$ cat src/rtl/lif_array_scheduler_if.sv
// Handshake bundle between the LIF scheduler, the input-current source and the
// spike-event consumer. The scheduler is the master of both channels.
interface lif_array_scheduler_if #(
  parameter int IDX_W = 3
);
  // current-fetch channel
  logic             cur_req;
  logic [IDX_W-1:0] cur_idx;
  logic             cur_valid;
  logic [7:0]       cur_data;
  // spike-event channel
  logic             spk_valid;
  logic [IDX_W-1:0] spk_idx;
  logic             spk_ready;

  modport master (
    output cur_req, cur_idx, spk_valid, spk_idx,
    input  cur_valid, cur_data, spk_ready
  );

  modport slave (
    input  cur_req, cur_idx, spk_valid, spk_idx,
    output cur_valid, cur_data, spk_ready
  );
endinterface

$ cat src/rtl/lif_array_scheduler.sv
// LIF array scheduler: one shared leak/integrate/fire datapath walks all neurons
// once per step_start. Membrane state and adaptive thresholds live in internal arrays.
module lif_array_scheduler #(
  parameter int NUM_NEURONS = 8,
  parameter int IDX_W       = 3,
  parameter int THR_INIT    = 100,
  parameter int THR_MIN     = 8,
  parameter int THR_MAX     = 220
) (
  input  logic                  clk,
  input  logic                  rst,
  input  logic                  step_start,
  input  logic                  learn_en,
  lif_array_scheduler_if.master bus,
  output logic                  busy,
  output logic                  step_done,
  output logic                  overrun,
  input  logic [IDX_W-1:0]      dbg_idx,
  output logic [7:0]            dbg_state
);

  localparam logic [2:0] ST_IDLE   = 3'd0;
  localparam logic [2:0] ST_FETCH  = 3'd1;
  localparam logic [2:0] ST_UPDATE = 3'd2;
  localparam logic [2:0] ST_EMIT   = 3'd3;
  localparam logic [2:0] ST_DONE   = 3'd4;

  localparam logic [IDX_W-1:0] LAST_IDX   = IDX_W'(NUM_NEURONS - 1);
  localparam logic [IDX_W-1:0] IDX_ZERO   = {IDX_W{1'b0}};
  localparam logic [IDX_W-1:0] IDX_ONE    = {{(IDX_W-1){1'b0}}, 1'b1};
  localparam logic [7:0]       THR_INIT_V = 8'(THR_INIT);
  localparam logic [7:0]       THR_MIN_V  = 8'(THR_MIN);
  localparam logic [7:0]       THR_MAX_V  = 8'(THR_MAX);

  // Leak by 112/128 then add the input current, saturating at 255.
  function automatic logic [7:0] leak_integrate(input logic [7:0] s, input logic [7:0] c);
    logic [15:0] leak;
    logic [15:0] sum;
    leak = ({8'd0, s} * 16'd112) >> 7;
    sum  = {8'd0, c} + leak;
    if (sum > 16'd255) begin
      return 8'd255;
    end else begin
      return sum[7:0];
    end
  endfunction

  // Grow threshold by 1/8, clamped to the ceiling.
  function automatic logic [7:0] thr_grow(input logic [7:0] t);
    logic [8:0] g;
    g = {1'b0, t} + {4'd0, t[7:3]};
    if (g > {1'b0, THR_MAX_V}) begin
      return THR_MAX_V;
    end else begin
      return g[7:0];
    end
  endfunction

  // Shrink threshold by 1/16, clamped to the floor.
  function automatic logic [7:0] thr_decay(input logic [7:0] t);
    logic [7:0] d;
    d = t - {4'd0, t[7:4]};
    if (d < THR_MIN_V) begin
      return THR_MIN_V;
    end else begin
      return d;
    end
  endfunction

  logic [2:0]       fsm_q, fsm_d;
  logic [IDX_W-1:0] idx_q, idx_d;
  logic [7:0]       cur_lat_q, cur_lat_d;
  logic [7:0]       state_q [NUM_NEURONS];
  logic [7:0]       state_d [NUM_NEURONS];
  logic [7:0]       thr_q   [NUM_NEURONS];
  logic [7:0]       thr_d   [NUM_NEURONS];
  logic             cur_req_q, cur_req_d;
  logic [IDX_W-1:0] cur_idx_q, cur_idx_d;
  logic             spk_valid_q, spk_valid_d;
  logic [IDX_W-1:0] spk_idx_q, spk_idx_d;
  logic             busy_q, busy_d;
  logic             step_done_q, step_done_d;
  logic             overrun_q, overrun_d;
  logic [7:0]       s_s, t_s;
  logic             spike_s;

  // Sequencer, datapath writeback and next-value decode of the registered outputs.
  always_comb begin
    fsm_d     = fsm_q;
    idx_d     = idx_q;
    cur_lat_d = cur_lat_q;
    state_d   = state_q;
    thr_d     = thr_q;
    s_s       = state_q[idx_q];
    t_s       = thr_q[idx_q];
    spike_s   = (s_s >= t_s);

    case (fsm_q)
      ST_IDLE: begin
        if (step_start) begin
          fsm_d = ST_FETCH;
          idx_d = IDX_ZERO;
        end else begin
          fsm_d = ST_IDLE;
        end
      end
      ST_FETCH: begin
        if (bus.cur_valid) begin
          cur_lat_d = bus.cur_data;
          fsm_d     = ST_UPDATE;
        end else begin
          fsm_d = ST_FETCH;
        end
      end
      ST_UPDATE: begin
        // spike is decided on the pre-update membrane value
        if (spike_s) begin
          state_d[idx_q] = 8'd0;
        end else begin
          state_d[idx_q] = leak_integrate(s_s, cur_lat_q);
        end
        if (learn_en && spike_s && (t_s < THR_MAX_V)) begin
          thr_d[idx_q] = thr_grow(t_s);
        end else if (learn_en && !spike_s && (t_s > THR_MIN_V)) begin
          thr_d[idx_q] = thr_decay(t_s);
        end else begin
          thr_d[idx_q] = t_s;
        end
        if (spike_s) begin
          fsm_d = ST_EMIT;
        end else if (idx_q == LAST_IDX) begin
          fsm_d = ST_DONE;
        end else begin
          idx_d = idx_q + IDX_ONE;
          fsm_d = ST_FETCH;
        end
      end
      ST_EMIT: begin
        if (!bus.spk_ready) begin
          fsm_d = ST_EMIT;
        end else if (idx_q == LAST_IDX) begin
          fsm_d = ST_DONE;
        end else begin
          idx_d = idx_q + IDX_ONE;
          fsm_d = ST_FETCH;
        end
      end
      ST_DONE: begin
        fsm_d = ST_IDLE;
      end
      default: begin
        fsm_d = ST_IDLE;
      end
    endcase

    cur_req_d   = (fsm_d == ST_FETCH);
    cur_idx_d   = idx_d;
    spk_valid_d = (fsm_d == ST_EMIT);
    spk_idx_d   = idx_d;
    busy_d      = (fsm_d != ST_IDLE);
    step_done_d = (fsm_d == ST_DONE);
    // a start seen in any non-IDLE state (DONE included) is dropped and flagged
    overrun_d   = step_start && (fsm_q != ST_IDLE);
  end

  // State registers with synchronous reset; reset mid-step abandons the step.
  always_ff @(posedge clk) begin
    if (rst) begin
      fsm_q       <= ST_IDLE;
      idx_q       <= IDX_ZERO;
      cur_lat_q   <= 8'd0;
      cur_req_q   <= 1'b0;
      cur_idx_q   <= IDX_ZERO;
      spk_valid_q <= 1'b0;
      spk_idx_q   <= IDX_ZERO;
      busy_q      <= 1'b0;
      step_done_q <= 1'b0;
      overrun_q   <= 1'b0;
      for (int i = 0; i < NUM_NEURONS; i++) begin
        state_q[i] <= 8'd0;
        thr_q[i]   <= THR_INIT_V;
      end
    end else begin
      fsm_q       <= fsm_d;
      idx_q       <= idx_d;
      cur_lat_q   <= cur_lat_d;
      cur_req_q   <= cur_req_d;
      cur_idx_q   <= cur_idx_d;
      spk_valid_q <= spk_valid_d;
      spk_idx_q   <= spk_idx_d;
      busy_q      <= busy_d;
      step_done_q <= step_done_d;
      overrun_q   <= overrun_d;
      for (int i = 0; i < NUM_NEURONS; i++) begin
        state_q[i] <= state_d[i];
        thr_q[i]   <= thr_d[i];
      end
    end
  end

  assign bus.cur_req   = cur_req_q;
  assign bus.cur_idx   = cur_idx_q;
  assign bus.spk_valid = spk_valid_q;
  assign bus.spk_idx   = spk_idx_q;
  assign busy          = busy_q;
  assign step_done     = step_done_q;
  assign overrun       = overrun_q;
  // out-of-range debug selects read as zero
  assign dbg_state = ({1'b0, dbg_idx} < (IDX_W+1)'(NUM_NEURONS)) ? state_q[dbg_idx] : 8'd0;

endmodule
$ cat src/flat_wrapper.sv
// flat-port wrapper written by rule: the top's interface ports become plain ports
module lif_array_scheduler_flat 
#(
  parameter int NUM_NEURONS = 8,
  parameter int IDX_W       = 3,
  parameter int THR_INIT    = 100,
  parameter int THR_MIN     = 8,
  parameter int THR_MAX     = 220
)
  (clk, rst, step_start, learn_en, busy, step_done, overrun, dbg_idx, dbg_state, bus_cur_req, bus_cur_idx, bus_spk_valid, bus_spk_idx, bus_cur_valid, bus_cur_data, bus_spk_ready);
  lif_array_scheduler_if #(.IDX_W(IDX_W)) bus_i ();
  input  logic clk;
  input  logic rst;
  input  logic step_start;
  input  logic learn_en;
  output logic busy;
  output logic step_done;
  output logic overrun;
  input  logic [IDX_W-1:0] dbg_idx;
  output logic [7:0] dbg_state;
  output wire logic [$bits(bus_i.cur_req)-1:0] bus_cur_req;
  output wire logic [$bits(bus_i.cur_idx)-1:0] bus_cur_idx;
  output wire logic [$bits(bus_i.spk_valid)-1:0] bus_spk_valid;
  output wire logic [$bits(bus_i.spk_idx)-1:0] bus_spk_idx;
  input wire logic [$bits(bus_i.cur_valid)-1:0] bus_cur_valid;
  input wire logic [$bits(bus_i.cur_data)-1:0] bus_cur_data;
  input wire logic [$bits(bus_i.spk_ready)-1:0] bus_spk_ready;
  assign bus_cur_req = bus_i.cur_req;
  assign bus_cur_idx = bus_i.cur_idx;
  assign bus_spk_valid = bus_i.spk_valid;
  assign bus_spk_idx = bus_i.spk_idx;
  assign bus_i.cur_valid = bus_cur_valid;
  assign bus_i.cur_data = bus_cur_data;
  assign bus_i.spk_ready = bus_spk_ready;
  lif_array_scheduler #(.NUM_NEURONS(NUM_NEURONS), .IDX_W(IDX_W), .THR_INIT(THR_INIT), .THR_MIN(THR_MIN), .THR_MAX(THR_MAX)) u_core (.clk(clk), .rst(rst), .step_start(step_start), .learn_en(learn_en), .bus(bus_i), .busy(busy), .step_done(step_done), .overrun(overrun), .dbg_idx(dbg_idx), .dbg_state(dbg_state));
endmodule
$ cat config.mk
export PLATFORM = sky130hd
export DESIGN_NAME = lif_array_scheduler_flat
export DESIGN_NICKNAME = d
export VERILOG_FILES = /design/src/rtl/lif_array_scheduler_if.sv /design/src/rtl/lif_array_scheduler.sv /design/src/flat_wrapper.sv
export SDC_FILE = /design/constraint.sdc
export NUM_CORES = 1
export LEC_CHECK = 0
export ABC_AREA = 1
export CELL_PAD_IN_SITES_DETAIL_PLACEMENT = 1
export CELL_PAD_IN_SITES_GLOBAL_PLACEMENT = 1
export CORE_ASPECT_RATIO = 0.8
export CORE_MARGIN = 5
export CORE_UTILIZATION = 40
export CTS_CLUSTER_SIZE = 24
export DETAILED_ROUTE_END_ITERATION = 6
export PLACE_DENSITY_LB_ADDON = 0.1
export SETUP_SLACK_MARGIN = 0.05
export SYNTH_ARGS = -nofsm -noshare
export SYNTH_HDL_FRONTEND = slang
export SYNTH_SLANG_ARGS = --single-unit
$ cat constraint.sdc
create_clock -name clk -period 4.76 [get_ports clk]
set_clock_uncertainty 0.1 [all_clocks]
set_input_delay 0.952 -clock clk [delete_from_list [all_inputs] [get_ports clk]]
set_output_delay 0.952 -clock clk [all_outputs]
set_load 0.02 [all_outputs]
==> results.cfg <==
[routing]
routed-via-count = 9651
wire_per_inst_um = 21.8
drcViolationCount = 0
drt_wl_total_um = 36700
ant_nets = 0
first_pass_iters = 5
vias_per_cell = 5.72
drt_iter0_markers = 755

[synthesis]
yosysUniqueCellTypes = 46
synth_top_flop_cell = dfxtp_1
synth_top_area_share_pct = 33.5
ys_ff_latch = 147
synthMostInstantiatedCell = nand2_1
yosysTopAreaCell = dfxtp_1
synth_edf_count = 0
synthTopCellsByArea = dfxtp_1, nand2_1, a21oi_1
avgSynthCellArea_um2 = 6.82
netlist_top_cells_count = nand2_1, dfxtp_1, a21oi_1, inv_1, nor2_1
postSynthCellCount = 1287
yosysSeqAreaShare_pct = 33.5
yosysWarnings = 0
synth_fp_nets = 1351
netlist_area_mm2 = 0.00878
synth-async-reset-ratio_pct = 0

[place]
dp_hpwl_um = 23300
dp_cells = 1629
placed_cell_area_mm2 = 0.00989
dp_slack_ns = -0.469
place_congestion = 0.922
io_buffers = 35

[sta]
layout_min_cycle_time_ns = 4.92
post-route-period-util_pct = 103
finalHoldViolCount = 0
relSlewSlack_pct = 21.5
clock.fmax_mhz = 203
holdWs_ns = 0.354
setup_viol = 64
rsz0062_at_grt = true
slew_viol_final = 0
worst_slew_pin_slew_ns = 1.17
fin_ws_ns = -0.161

[critical_path]
path_max_fanout = 8
worstSetupStartpointType = register
worst_setup_path_end_kind = register
critPathMaxStageDelay_ns = 0.53
worstPathArrival_ns = 5.11
critPathLaunch = u_core.bus.cur_idx[2]$_SDFFE_PP0P_
crit_family = adder cells
rr_endpoint = u_core.state_q[41]$_SDFFE_PP0P_
rrSetupSlack_ns = -0.16
worst-path-buf-inv = 11
crit_cells = 32
worstPathRequired_ns = 4.95
crit_end = u_core.state_q[41]$_SDFFE_PP0P_
worstReg2RegStart = u_core.bus.cur_idx[2]$_SDFFE_PP0P_
worstSetupPathType = reg -> reg
crit_slowest_cell = fa_1
ff2ff_path_depth = 32

[cts]
clock_latency_ns = 0.45
root_buffer = clkbuf_16
cts.clk_slew.worst_paths_ns = 0.07
cts.path.max_buffers = 2
clock_sinks = 147
cts_htree_levels = 4
hold_buffers = 0
cts_tree = built
cts_buffers = 17

[min_path]
hold_class = reg -> reg
min_delay_path_depth = 2

[cells_and_area]
drive_gt1_share_pct = 23.4
diodes = 0
area_delta_synth_final_pct = 31.2
layout.cells.non_filler = 1688
fin_area_mm2 = 0.0115
fin_nets = 1464

[global_routing]
grt_max_degree = 72
grt_pass1_wl_um = 55100
track_usage_pct = 28.2
grt_remaining_overflow = 0
antenna_found_initial = 0
grt_pass1_vias = 9613

[floorplan]
rows = 48
core-area_mm2 = 0.0216
ios = 36
start_util_pct = 40.7
dieWidth_um = 176
die_y_um = 143
dieArea_mm2 = 0.0250

[job]
max-cap-violations = 0

[power]
p_leak_nw = 4.80
powerDensity_mw_per_mm2 = 312
vdd_drop_max_v = 0.000232
finalPower_mw = 3.59

[outcome]
violations = setup timing
status = complete, but fails checks
-- logic make-up (layout without fill, tap and decap cells) --
group,count (synthesis),after routing,synth area share (%)
adder cells (fa/ha/maj),47,47,7.64
XOR/XNOR,12,12,1.20
AO/OA/AOI/OAI,280,280,19.1
buffers and inverters,188,314,8.82
AND/OR/NAND/NOR,613,613,29.7
flip-flops,147,147,33.5
-- report_power, final --
part           total (mW)  internal [mW]  switching (mW)
registers            1.27           1.25          0.0193
clock network        1.48          0.841           0.638
logic               0.848          0.273           0.575
-- registers in the layout (all words and copies together) (netlist names) --
name and count:
u_core.state_q 64, u_core.fsm_q 3, u_core.step_done 1, u_core.thr_q 64, u_core.busy 1, u_core.overrun 1
u_core.bus.cur_idx 3, u_core.bus.spk_valid 1, u_core.bus.cur_req 1, u_core.cur_lat_q 8
-- area by class of cell --
cell class                 count  area, um^2
inverter                     138         536
tap                          275         344
sequential                   147        2950
clock inverter                15         195
clock buffer                  17         425
multi-input combinational    952        5790
timing repair buffer         144        1270
fill                        2721       10000
-- metrics by stage --
| stage | util (%) | setup TNS, ns |
|---|---|---|
| floorplan | - | 0 |
| global placement | 45.9 | -10.05 |
| detailed placement | 45.9 | -23.41 |
| CTS | 50.3 | 0 |
| global route | 53.4 | -14.32 |
| finish | 53.4 | -4.43 |
-- per-layer routing --
metal	track usage (%)	vias to the layer above	wire [um]
met3	5.21	65	2380
li1	-	4484	-
met4	6.52	0	708
met2	46.3	348	17100
met1	39.0	4754	16500
met5	0	-	0
-- worst register-to-register path: cells and delay by family, from the launching register on --
kind                     cells  cell delay [ns]
XOR/XNOR                     1             0.19
buffers and inverters       11             1.06
AO/OA/AOI/OAI                7             0.87
flip-flops                   1             0.42
AND/OR/NAND/NOR             10             1.05
adder cells (fa/ha/maj)      3             1.10
-- worst min-delay path by stage --
stage / from / endpoint / slack (ns)
6_report: u_core.cur_lat_q[6]$_SDFFE_PP0P_ / u_core.cur_lat_q[6]$_SDFFE_PP0P_ / 0.35
5_1_grt: u_core.cur_lat_q[6]$_SDFFE_PP0P_ / u_core.cur_lat_q[6]$_SDFFE_PP0P_ / 0.38
4_1_cts: u_core.cur_lat_q[6]$_SDFFE_PP0P_ / u_core.cur_lat_q[6]$_SDFFE_PP0P_ / 0.36
3_5_place_dp: u_core.cur_lat_q[6]$_SDFFE_PP0P_ / u_core.cur_lat_q[6]$_SDFFE_PP0P_ / 0.35
3_3_place_gp: u_core.cur_lat_q[4]$_SDFFE_PP0P_ / u_core.cur_lat_q[4]$_SDFFE_PP0P_ / 0.34
2_1_floorplan: u_core.cur_lat_q[0]$_SDFFE_PP0P_ / u_core.cur_lat_q[0]$_SDFFE_PP0P_ / 0.33
-- layout by cell type, fill, tap and decap left out, types with 18 or more instances in the layout --
cell             instances
o21ai_0                 44
ha_1                    28
dfxtp_1                144
a22oi_2                 25
inv_1                  109
nor2_1                 101
nand3_1                 87
buf_4                   93
nand2_2                 27
a21oi_1                106
nand2_1                333
clkdlybuf4s50_1         34
inv_2                   21
a22oi_1                 18
-- repair_timing --
item / 4_1_cts / 5_1_grt
pin swaps: 19 / 72
gates cloned: 0 / 0
endpoints found under the setup margin: 64 / 64
resized for setup: 62 / 128
buffers inserted: 13 / 16
No activity file was read; power rests on OpenSTA's default activity.
